File: config.mk
export PLATFORM = sky130hd
export DESIGN_NAME = ordered_dither_flat
export DESIGN_NICKNAME = d
export VERILOG_FILES = /design/src/rtl/ordered_dither_if.sv /design/src/rtl/ordered_dither.sv /design/src/flat_wrapper.sv
export SDC_FILE = /design/constraint.sdc
export NUM_CORES = 1
export LEC_CHECK = 0
export ABC_AREA = 1
export ABC_CLOCK_PERIOD_IN_PS = 1950
export CAP_MARGIN = 10
export CELL_PAD_IN_SITES_DETAIL_PLACEMENT = 2
export CELL_PAD_IN_SITES_GLOBAL_PLACEMENT = 2
export CORE_MARGIN = 2
export CORE_UTILIZATION = 30
export CTS_CLUSTER_SIZE = 8
export DETAILED_ROUTE_END_ITERATION = 8
export PLACE_DENSITY = 0.88
export RECOVER_POWER = 100
export SKIP_CTS_REPAIR_TIMING = 1
export SYNTH_ARGS = -nofsm -noshare
export SYNTH_HDL_FRONTEND = slang
export SYNTH_SLANG_ARGS = --single-unit
File: constraint.sdc
create_clock -name CLK100MHZ -period 1.95 [get_ports CLK100MHZ]
set_clock_uncertainty 0.15 [all_clocks]
set_input_delay 0.39 -clock CLK100MHZ [delete_from_list [all_inputs] [get_ports CLK100MHZ]]
set_output_delay 0.39 -clock CLK100MHZ [all_outputs]
set_load 0.005 [all_outputs]
File: src/rtl/ordered_dither_if.sv
// ordered_dither_if
// Pixel stream bundle between the upstream pixel source, the ordered dither
// block and the grayscale stage.
//   Input side  : pix_valid_in, sof_in, eol_in, R_in/G_in/B_in (IN_W bits)
//   Output side : pix_valid_out, sof_out, eol_out,
//                 R_grayscale/G_grayscale/B_grayscale (OUT_W bits)
// Modports:
//   slave  - the dither block (consumes the input side, drives the output side)
//   master - the environment (drives the input side, observes the output side)
interface ordered_dither_if #(
  parameter int IN_W  = 8,
  parameter int OUT_W = 4
);
  logic             pix_valid_in;
  logic             sof_in;
  logic             eol_in;
  logic [IN_W-1:0]  R_in;
  logic [IN_W-1:0]  G_in;
  logic [IN_W-1:0]  B_in;

  logic             pix_valid_out;
  logic             sof_out;
  logic             eol_out;
  logic [OUT_W-1:0] R_grayscale;
  logic [OUT_W-1:0] G_grayscale;
  logic [OUT_W-1:0] B_grayscale;

  modport slave (
    input  pix_valid_in, sof_in, eol_in, R_in, G_in, B_in,
    output pix_valid_out, sof_out, eol_out, R_grayscale, G_grayscale, B_grayscale
  );

  modport master (
    output pix_valid_in, sof_in, eol_in, R_in, G_in, B_in,
    input  pix_valid_out, sof_out, eol_out, R_grayscale, G_grayscale, B_grayscale
  );
endinterface

File: src/rtl/ordered_dither.sv
// ordered_dither
// Reduces an IN_W-bit-per-channel RGB stream to 4 bits per channel with a
// 4x4 Bayer ordered dither. The pixel position is recovered from the sof/eol
// framing markers. Two register stages, one pixel per clock, no backpressure.
// Ports:
//   CLK100MHZ  - clock, rising edge
//   CPU_RESETN - asynchronous active-low reset
//   SW         - 1 = dither, 0 = plain truncation (sampled with the pixel)
//   pix        - ordered_dither_if.slave pixel stream (in and out sides)
// Optional feature:
//   ORDERED_DITHER_TEMPORAL_EN - adds a 2-bit frame counter that rotates the
//   Bayer lookup index by the frame number to break static dither patterns.
module ordered_dither #(
  parameter int IN_W  = 8,
  parameter int OUT_W = 4
) (
  input  logic              CLK100MHZ,
  input  logic              CPU_RESETN,
  input  logic              SW,
  ordered_dither_if.slave   pix
);

  // Bayer thresholds are 0..15 at 8-bit scale; wider inputs shift them up.
  localparam int TH_SHIFT = (IN_W > 8) ? (IN_W - 8) : 0;
  localparam int Q_SHIFT  = IN_W - 4;

  logic [1:0] x_cnt, y_cnt;
  logic [1:0] pos_x, pos_y;
  logic [1:0] idx_x, idx_y;

  logic            s1_valid, s1_sof, s1_eol, s1_sw;
  logic [IN_W-1:0] s1_r, s1_g, s1_b;
  logic [3:0]      s1_th;

  // 4x4 Bayer matrix, row = y, column = x.
  function automatic logic [3:0] bayer(input logic [1:0] y, input logic [1:0] x);
    logic [3:0] t;
    case ({y, x})
      4'h0: t = 4'd0;   4'h1: t = 4'd8;   4'h2: t = 4'd2;   4'h3: t = 4'd10;
      4'h4: t = 4'd12;  4'h5: t = 4'd4;   4'h6: t = 4'd14;  4'h7: t = 4'd6;
      4'h8: t = 4'd3;   4'h9: t = 4'd11;  4'hA: t = 4'd1;   4'hB: t = 4'd9;
      4'hC: t = 4'd15;  4'hD: t = 4'd7;   4'hE: t = 4'd13;  default: t = 4'd5;
    endcase
    return t;
  endfunction

  // One channel: add the scaled threshold with one bit of headroom, keep the
  // top four bits and saturate, so bright pixels clip to 15 instead of wrapping.
  function automatic logic [OUT_W-1:0] dither_ch(input logic [IN_W-1:0] v,
                                                 input logic [3:0] t,
                                                 input logic en);
    logic [IN_W:0] th_ext;
    logic [IN_W:0] sum;
    logic [IN_W:0] q;
    logic [OUT_W-1:0] res;
    th_ext = {{(IN_W-3){1'b0}}, t} << TH_SHIFT;
    sum    = {1'b0, v} + th_ext;
    q      = sum >> Q_SHIFT;
    if (!en)
      res = v[IN_W-1 -: 4];
    else if (|q[IN_W:4])
      res = '1;
    else
      res = q[3:0];
    return res;
  endfunction

  // A start-of-frame pixel is always (0,0), whatever the counters hold.
  always_comb begin
    pos_x = pix.sof_in ? 2'd0 : x_cnt;
    pos_y = pix.sof_in ? 2'd0 : y_cnt;
  end

`ifdef ORDERED_DITHER_TEMPORAL_EN
  logic [1:0] f_cnt;

  // Frame counter advances after the sof pixel has done its lookup.
  always_ff @(posedge CLK100MHZ or negedge CPU_RESETN) begin
    if (!CPU_RESETN)
      f_cnt <= 2'd0;
    else if (pix.pix_valid_in && pix.sof_in)
      f_cnt <= f_cnt + 2'd1;
  end

  always_comb begin
    idx_x = pos_x + f_cnt;
    idx_y = pos_y + f_cnt;
  end
`else
  always_comb begin
    idx_x = pos_x;
    idx_y = pos_y;
  end
`endif

  // Position tracking: only valid pixels move it; eol wraps to the next row.
  always_ff @(posedge CLK100MHZ or negedge CPU_RESETN) begin
    if (!CPU_RESETN) begin
      x_cnt <= 2'd0;
      y_cnt <= 2'd0;
    end else if (pix.pix_valid_in) begin
      if (pix.eol_in) begin
        x_cnt <= 2'd0;
        y_cnt <= pos_y + 2'd1;
      end else begin
        x_cnt <= pos_x + 2'd1;
        y_cnt <= pos_y;
      end
    end
  end

  // Stage 1: capture the pixel, its threshold, the mode and the markers.
  // Data shifts every cycle; invalid cycles simply carry valid = 0.
  always_ff @(posedge CLK100MHZ or negedge CPU_RESETN) begin
    if (!CPU_RESETN) begin
      s1_valid <= 1'b0;
      s1_sof   <= 1'b0;
      s1_eol   <= 1'b0;
      s1_sw    <= 1'b0;
      s1_r     <= '0;
      s1_g     <= '0;
      s1_b     <= '0;
      s1_th    <= 4'd0;
    end else begin
      s1_valid <= pix.pix_valid_in;
      s1_sof   <= pix.pix_valid_in & pix.sof_in;
      s1_eol   <= pix.pix_valid_in & pix.eol_in;
      s1_sw    <= SW;
      s1_r     <= pix.R_in;
      s1_g     <= pix.G_in;
      s1_b     <= pix.B_in;
      s1_th    <= bayer(idx_y, idx_x);
    end
  end

  // Stage 2: add/saturate and register every output.
  always_ff @(posedge CLK100MHZ or negedge CPU_RESETN) begin
    if (!CPU_RESETN) begin
      pix.pix_valid_out <= 1'b0;
      pix.sof_out       <= 1'b0;
      pix.eol_out       <= 1'b0;
      pix.R_grayscale   <= '0;
      pix.G_grayscale   <= '0;
      pix.B_grayscale   <= '0;
    end else begin
      pix.pix_valid_out <= s1_valid;
      pix.sof_out       <= s1_sof;
      pix.eol_out       <= s1_eol;
      pix.R_grayscale   <= dither_ch(s1_r, s1_th, s1_sw);
      pix.G_grayscale   <= dither_ch(s1_g, s1_th, s1_sw);
      pix.B_grayscale   <= dither_ch(s1_b, s1_th, s1_sw);
    end
  end

endmodule
File: src/flat_wrapper.sv
// flat-port wrapper written by rule: the top's interface ports become plain ports
module ordered_dither_flat 
#(
  parameter int IN_W  = 8,
  parameter int OUT_W = 4
)
  (CLK100MHZ, CPU_RESETN, SW, pix_pix_valid_in, pix_sof_in, pix_eol_in, pix_R_in, pix_G_in, pix_B_in, pix_pix_valid_out, pix_sof_out, pix_eol_out, pix_R_grayscale, pix_G_grayscale, pix_B_grayscale);
  ordered_dither_if #(.IN_W(IN_W), .OUT_W(OUT_W)) pix_i ();
  input  logic CLK100MHZ;
  input  logic CPU_RESETN;
  input  logic SW;
  input wire logic [$bits(pix_i.pix_valid_in)-1:0] pix_pix_valid_in;
  input wire logic [$bits(pix_i.sof_in)-1:0] pix_sof_in;
  input wire logic [$bits(pix_i.eol_in)-1:0] pix_eol_in;
  input wire logic [$bits(pix_i.R_in)-1:0] pix_R_in;
  input wire logic [$bits(pix_i.G_in)-1:0] pix_G_in;
  input wire logic [$bits(pix_i.B_in)-1:0] pix_B_in;
  output wire logic [$bits(pix_i.pix_valid_out)-1:0] pix_pix_valid_out;
  output wire logic [$bits(pix_i.sof_out)-1:0] pix_sof_out;
  output wire logic [$bits(pix_i.eol_out)-1:0] pix_eol_out;
  output wire logic [$bits(pix_i.R_grayscale)-1:0] pix_R_grayscale;
  output wire logic [$bits(pix_i.G_grayscale)-1:0] pix_G_grayscale;
  output wire logic [$bits(pix_i.B_grayscale)-1:0] pix_B_grayscale;
  assign pix_i.pix_valid_in = pix_pix_valid_in;
  assign pix_i.sof_in = pix_sof_in;
  assign pix_i.eol_in = pix_eol_in;
  assign pix_i.R_in = pix_R_in;
  assign pix_i.G_in = pix_G_in;
  assign pix_i.B_in = pix_B_in;
  assign pix_pix_valid_out = pix_i.pix_valid_out;
  assign pix_sof_out = pix_i.sof_out;
  assign pix_eol_out = pix_i.eol_out;
  assign pix_R_grayscale = pix_i.R_grayscale;
  assign pix_G_grayscale = pix_i.G_grayscale;
  assign pix_B_grayscale = pix_i.B_grayscale;
  ordered_dither #(.IN_W(IN_W), .OUT_W(OUT_W)) u_core (.CLK100MHZ(CLK100MHZ), .CPU_RESETN(CPU_RESETN), .SW(SW), .pix(pix_i));
endmodule
After elaboration in Yosys (flattened, before gate mapping)

Memory sizes are Yosys's and may differ from the RTL's. A register that Yosys moved wholly into a read port is not among the register bits.
Index checks and enable logic that the tools add are counted.

Word-level logic and storage cells: 34
Register bits after elaboration: 47
Memories kept: 1
Bits of input ports: 30
Output and inout port bits: 15
Bits in read-only memories: 64

Bitwise gates (word level): 2
Add/sub/neg operators: 5
Mux-type cells: 10
Reduce and logical (&&, ||, !) cells: 1

Memories:

| memory           | words | bits a word | read ports | clocked after Yosys merged registers in | wr ports | line                 | RTL |
|---|---|---|---|---|---|---|---|
| (name not given) | 16    | 4           | 1          | 1                                       | 0        | ordered_dither.sv:38 | `case ({y, x})` |

Operators with widths:

| cell                                         | number |
|---|---|
| adder 8 x 4 -> 9 bit                         | 3 |
| two-way mux 4 bit                            | 6 |
| two-way mux 2 bit                            | 4 |
| adder 2 x 1 -> 2 bit (second input constant) | 2 |
| bitwise AND 1 bit                            | 2 |
| logical NOT 1 bit                            | 1 |

Logic depth before layout (Yosys ltp)

Depth after elaboration: 3
Gate-level depth with buffers: 9
Mapped depth without buffers: 9

Worst setup path after synthesis

OpenSTA, ideal clock, no wires.

Kind: register to register
Start point: register u_core.s1_th[3]
End point: register u_core.pix.R_grayscale[0]
Data arrival time: 1.126 ns
Stages on the path, launching flop included: 8
Setup slack: 0.561 ns
Data required time: 1.687 ns
Cells stage by stage: dfrtp_1 > ha_1 > a21oi_1 > nand2_2 > nand2_2 > nand2_1 > nand2_1 > inv_1

Word-level cells in the longest chain between the ends: 3

Ends and longest elaborated chain:

| what                 | line                    | RTL |
|---|---|---|
| from (decl)          | ordered_dither.sv:33    | `logic [3:0] s1_th;` |
| adder 8 x 4 -> 9 bit | ordered_dither.sv:57    | `sum = {1'b0, v} + th_ext;` |
| two-way mux 4 bit    | ordered_dither.sv:61    | `else if (\|q[IN_W:4])` |
| two-way mux 4 bit    | ordered_dither.sv:59    | `if (!en)` |
| to (signal assigned) | ordered_dither.sv:149   | `pix.R_grayscale <= dither_ch(s1_r, s1_th, s1_sw);` |
| to (decl)            | ordered_dither_if.sv:30 | `output pix_valid_out, sof_out, eol_out, R_grayscale, G_grayscale, B_grayscale` |

Every way passes these cells.
A chain may end at the register's enable or synchronous reset.

Worst setup path after layout

Start point: register u_core.pix.B_grayscale[1]
End point: output pix_B_grayscale[1]

RTL lines:

| what                   | line                    | RTL |
|---|---|---|
| from (decl)            | ordered_dither_if.sv:30 |  |
| from (signal assigned) | ordered_dither.sv:151   | `pix.B_grayscale <= dither_ch(s1_b, s1_th, s1_sw);` |
| to (decl)              | flat_wrapper.sv:23      | `output wire logic [$bits(pix_i.B_grayscale)-1:0] pix_B_grayscale;` |

No word-level cell between the ends.

==> flow_summary.ini <==
[critical_path]
critPathRequiredTime_ps = 1410
crit_slowest_cell = dlygate4sd3_1
cp_cell_sequence = dlygate4sd3_1
crit_family = buffers and inverters
critical_path.startpoint = u_core.pix.B_grayscale[1]
critPathArrivalTime_ps = 1260
crit_cells = 1
critPathBufInv = 1
cp_max_fo = 1
reg2regPathDepth = 8
r2r_start = u_core.s1_th[3]
slowest_delay_ps = 570
crit_type = flip-flop to output pin
startpoint_type = flip-flop
crit_path_end_kind = output pin
reg2reg_slack_ps = 250

[power]
leakage_uw = 0.00140
p_per_area_nw_per_um2 = 775
seq_power_share_pct = 55.2
pwr-share-comb_pct = 15.1
sw_frac_of_total_pct = 28.3
vdd_drop_max_mv = 0.280
total_power_uw = 2140
p_sw_uw = 605
p_int_uw = 1530
pwr-share-clk_pct = 29.8

[cells_and_area]
nets = 318
diodes = 0
drive_gt1_share_pct = 5.36
area_delta_synth_final_pct = 30.3

[clock_tree]
clock_sinks = 51
clkTransAtPathRegs_ps = 110
h-tree-depth = 2
cts-root-buf = clkbuf_8
cts_made_buffers = 5
cts_tree = built
cts_max_path_buffers = 2
clk-insertion-delay-late_ps = 310

[outcome]
status = completed

[logic_synthesis]
avgSynthCellArea_um2 = 9.37
synth_seq_cells = 51
syn_area_um2 = 2120
synth_cell_types = 18
syn_inst = 226
ys.warnings.count = 0
seq_area_frac_synth_pct = 60.3
syn_nets = 265

[routing]
vias_per_cell = 4.42
routed_wl_um = 5200
wirelength_met1_um = 2030
drt-pass1-iter-count = 4
drt_iter0_markers = 26
top_layer = met4
drtAntennaViolNets = 0
drc_errors = 0
met3_length_um = 160
drt-wirelength-per-cell_um = 13.8
vias = 1661
wl_met2_um = 2960

[floorplan]
die_h_um = 88.0
start_util_pct = 31.2
die_area_um2 = 7740
ios = 45
core_area_um2 = 6790
die_w_um = 88.0
num_rows = 30

[placement]
dp_hpwl_um = 4200
io_buffers = 44
globalplace.congestion = 0.792

[timing]
min_period_ps = 1800
tightest_slew_ps = 707
timing.fmax_mhz = 555
relSlewSlack_pct = 52.9
final.setup.tns_ps = 0
setup_violations = 0
maxSlewViolCount = 0
rsz0062_at_grt = false
min_period_over_period_pct = 92.4
hold_viol_final = 0

[global_route]
grt_pass1_vias = 1793
gr-total-overflow = 0
grt_usage_pct = 14.9
antenna_found_initial = 0
grt_pass1_wl_um = 8630
grt_max_degree = 22

[hold_path]
hold_path_depth = 0
hold_class = flip-flop to flip-flop
hp-start = u_core.s1_valid

[flow_run]
maxCapViolCount = 0
==> layout by cell type (no fill, tap or decap), types with 2 or more instances in the layout <==
master,instances
a21oi_1,3
clkbuf_8,5
clkinvlp_4,2
dfrtp_1,51
dlygate4sd3_1,43
ha_1,9
inv_1,39
nand2_1,68
nand2_2,3
nand3_1,18
nand3b_1,2
nand4_1,3
nor2_1,12
nor3_1,3
o21ai_0,8
o21ai_1,2
==> layer usage <==
| metal | up-vias | track usage, % |
|---|---|---|
| met2 | 32 | 28.0 |
| met5 | - | 0 |
| li1 | 797 | - |
| met3 | 4 | 2.83 |
| met1 | 828 | 16.7 |
| met4 | 0 | 4.90 |
==> logic make-up after synthesis <==
kind of cell | share of synthesized area [%]
AO/OA/AOI/OAI | 3.37
XOR/XNOR | 0.414
adder cells (fa/ha/maj) | 5.32
buffers and inverters | 7.68
flip-flops | 60.3
AND/OR/NAND/NOR | 22.9
==> through the flow <==
stage	std cells	worst slack [ps]	util (%)	hold WS, ps	area (µm²)
after global routing	376	63.9	40.6	218	2760
after CTS	375	230	40.8	-150	2770
final	376	149	40.6	210	2760
after detailed placement	367	170	39.4	188	2680
after floorplan	226	561	-	-55.6	2120
after global placement	367	272	39.4	185	2680
==> final cells by class <==
cell class | instances | area, µm²
Inverter | 39 | 146
Sequential cell | 51 | 1280
Clock inverter | 3 | 23.8
Fill cell | 776 | 4040
Clock buffer | 5 | 68.8
Timing Repair Buffer | 48 | 462
Multi-Input combinational cell | 134 | 661
Tap cell | 96 | 120
==> power groups by stage <==
stage	combinational, µW	clock (µW)	sequential, µW
floorplan	166	0	1180
global placement	324	0	1200
detailed placement	352	0	1200
CTS	357	667	1180
global route	373	710	1190
finish	322	636	1180
==> registers in the layout, summed over array words and instances (netlist names) <==
register,count
u_core.y_cnt,2
u_core.s1_r,8
u_core.pix.G_grayscale,4
u_core.s1_g,8
u_core.pix.pix_valid_out,1
u_core.pix.B_grayscale,4
u_core.pix.eol_out,1
u_core.s1_th,4
u_core.s1_eol,1
u_core.s1_valid,1
u_core.s1_sw,1
u_core.s1_b,8
u_core.s1_sof,1
u_core.x_cnt,2
u_core.pix.R_grayscale,4
u_core.pix.sof_out,1
==> worst paths after layout <==
path	to
min reg2reg	u_core.pix.pix_valid_out
min	u_core.pix.pix_valid_out
min in group asynchronous	u_core.s1_g[2]
max	pix_B_grayscale[1]
max reg2reg	u_core.pix.B_grayscale[1]
max in group asynchronous	u_core.s1_r[1]
==> Yosys cell counts, drive strengths merged <==
| cell | instances | area share [%] |
|---|---|---|
| nor3 | 3 | 0.71 |
| inv | 39 | 6.9 |
| ha | 9 | 5.3 |
| nand2 | 71 | 13 |
| nor2 | 12 | 2.1 |
| xor2 | 1 | 0.41 |
| nand4 | 3 | 0.89 |
| o21ai | 10 | 2.4 |
| nand3 | 19 | 5.2 |
| dfrtp | 51 | 60 |
| nand3b | 2 | 0.71 |
| buf | 2 | 0.77 |
| a21oi | 3 | 0.71 |
| o22ai | 1 | 0.30 |
Note: power is estimated with default switching activity, not from simulation.
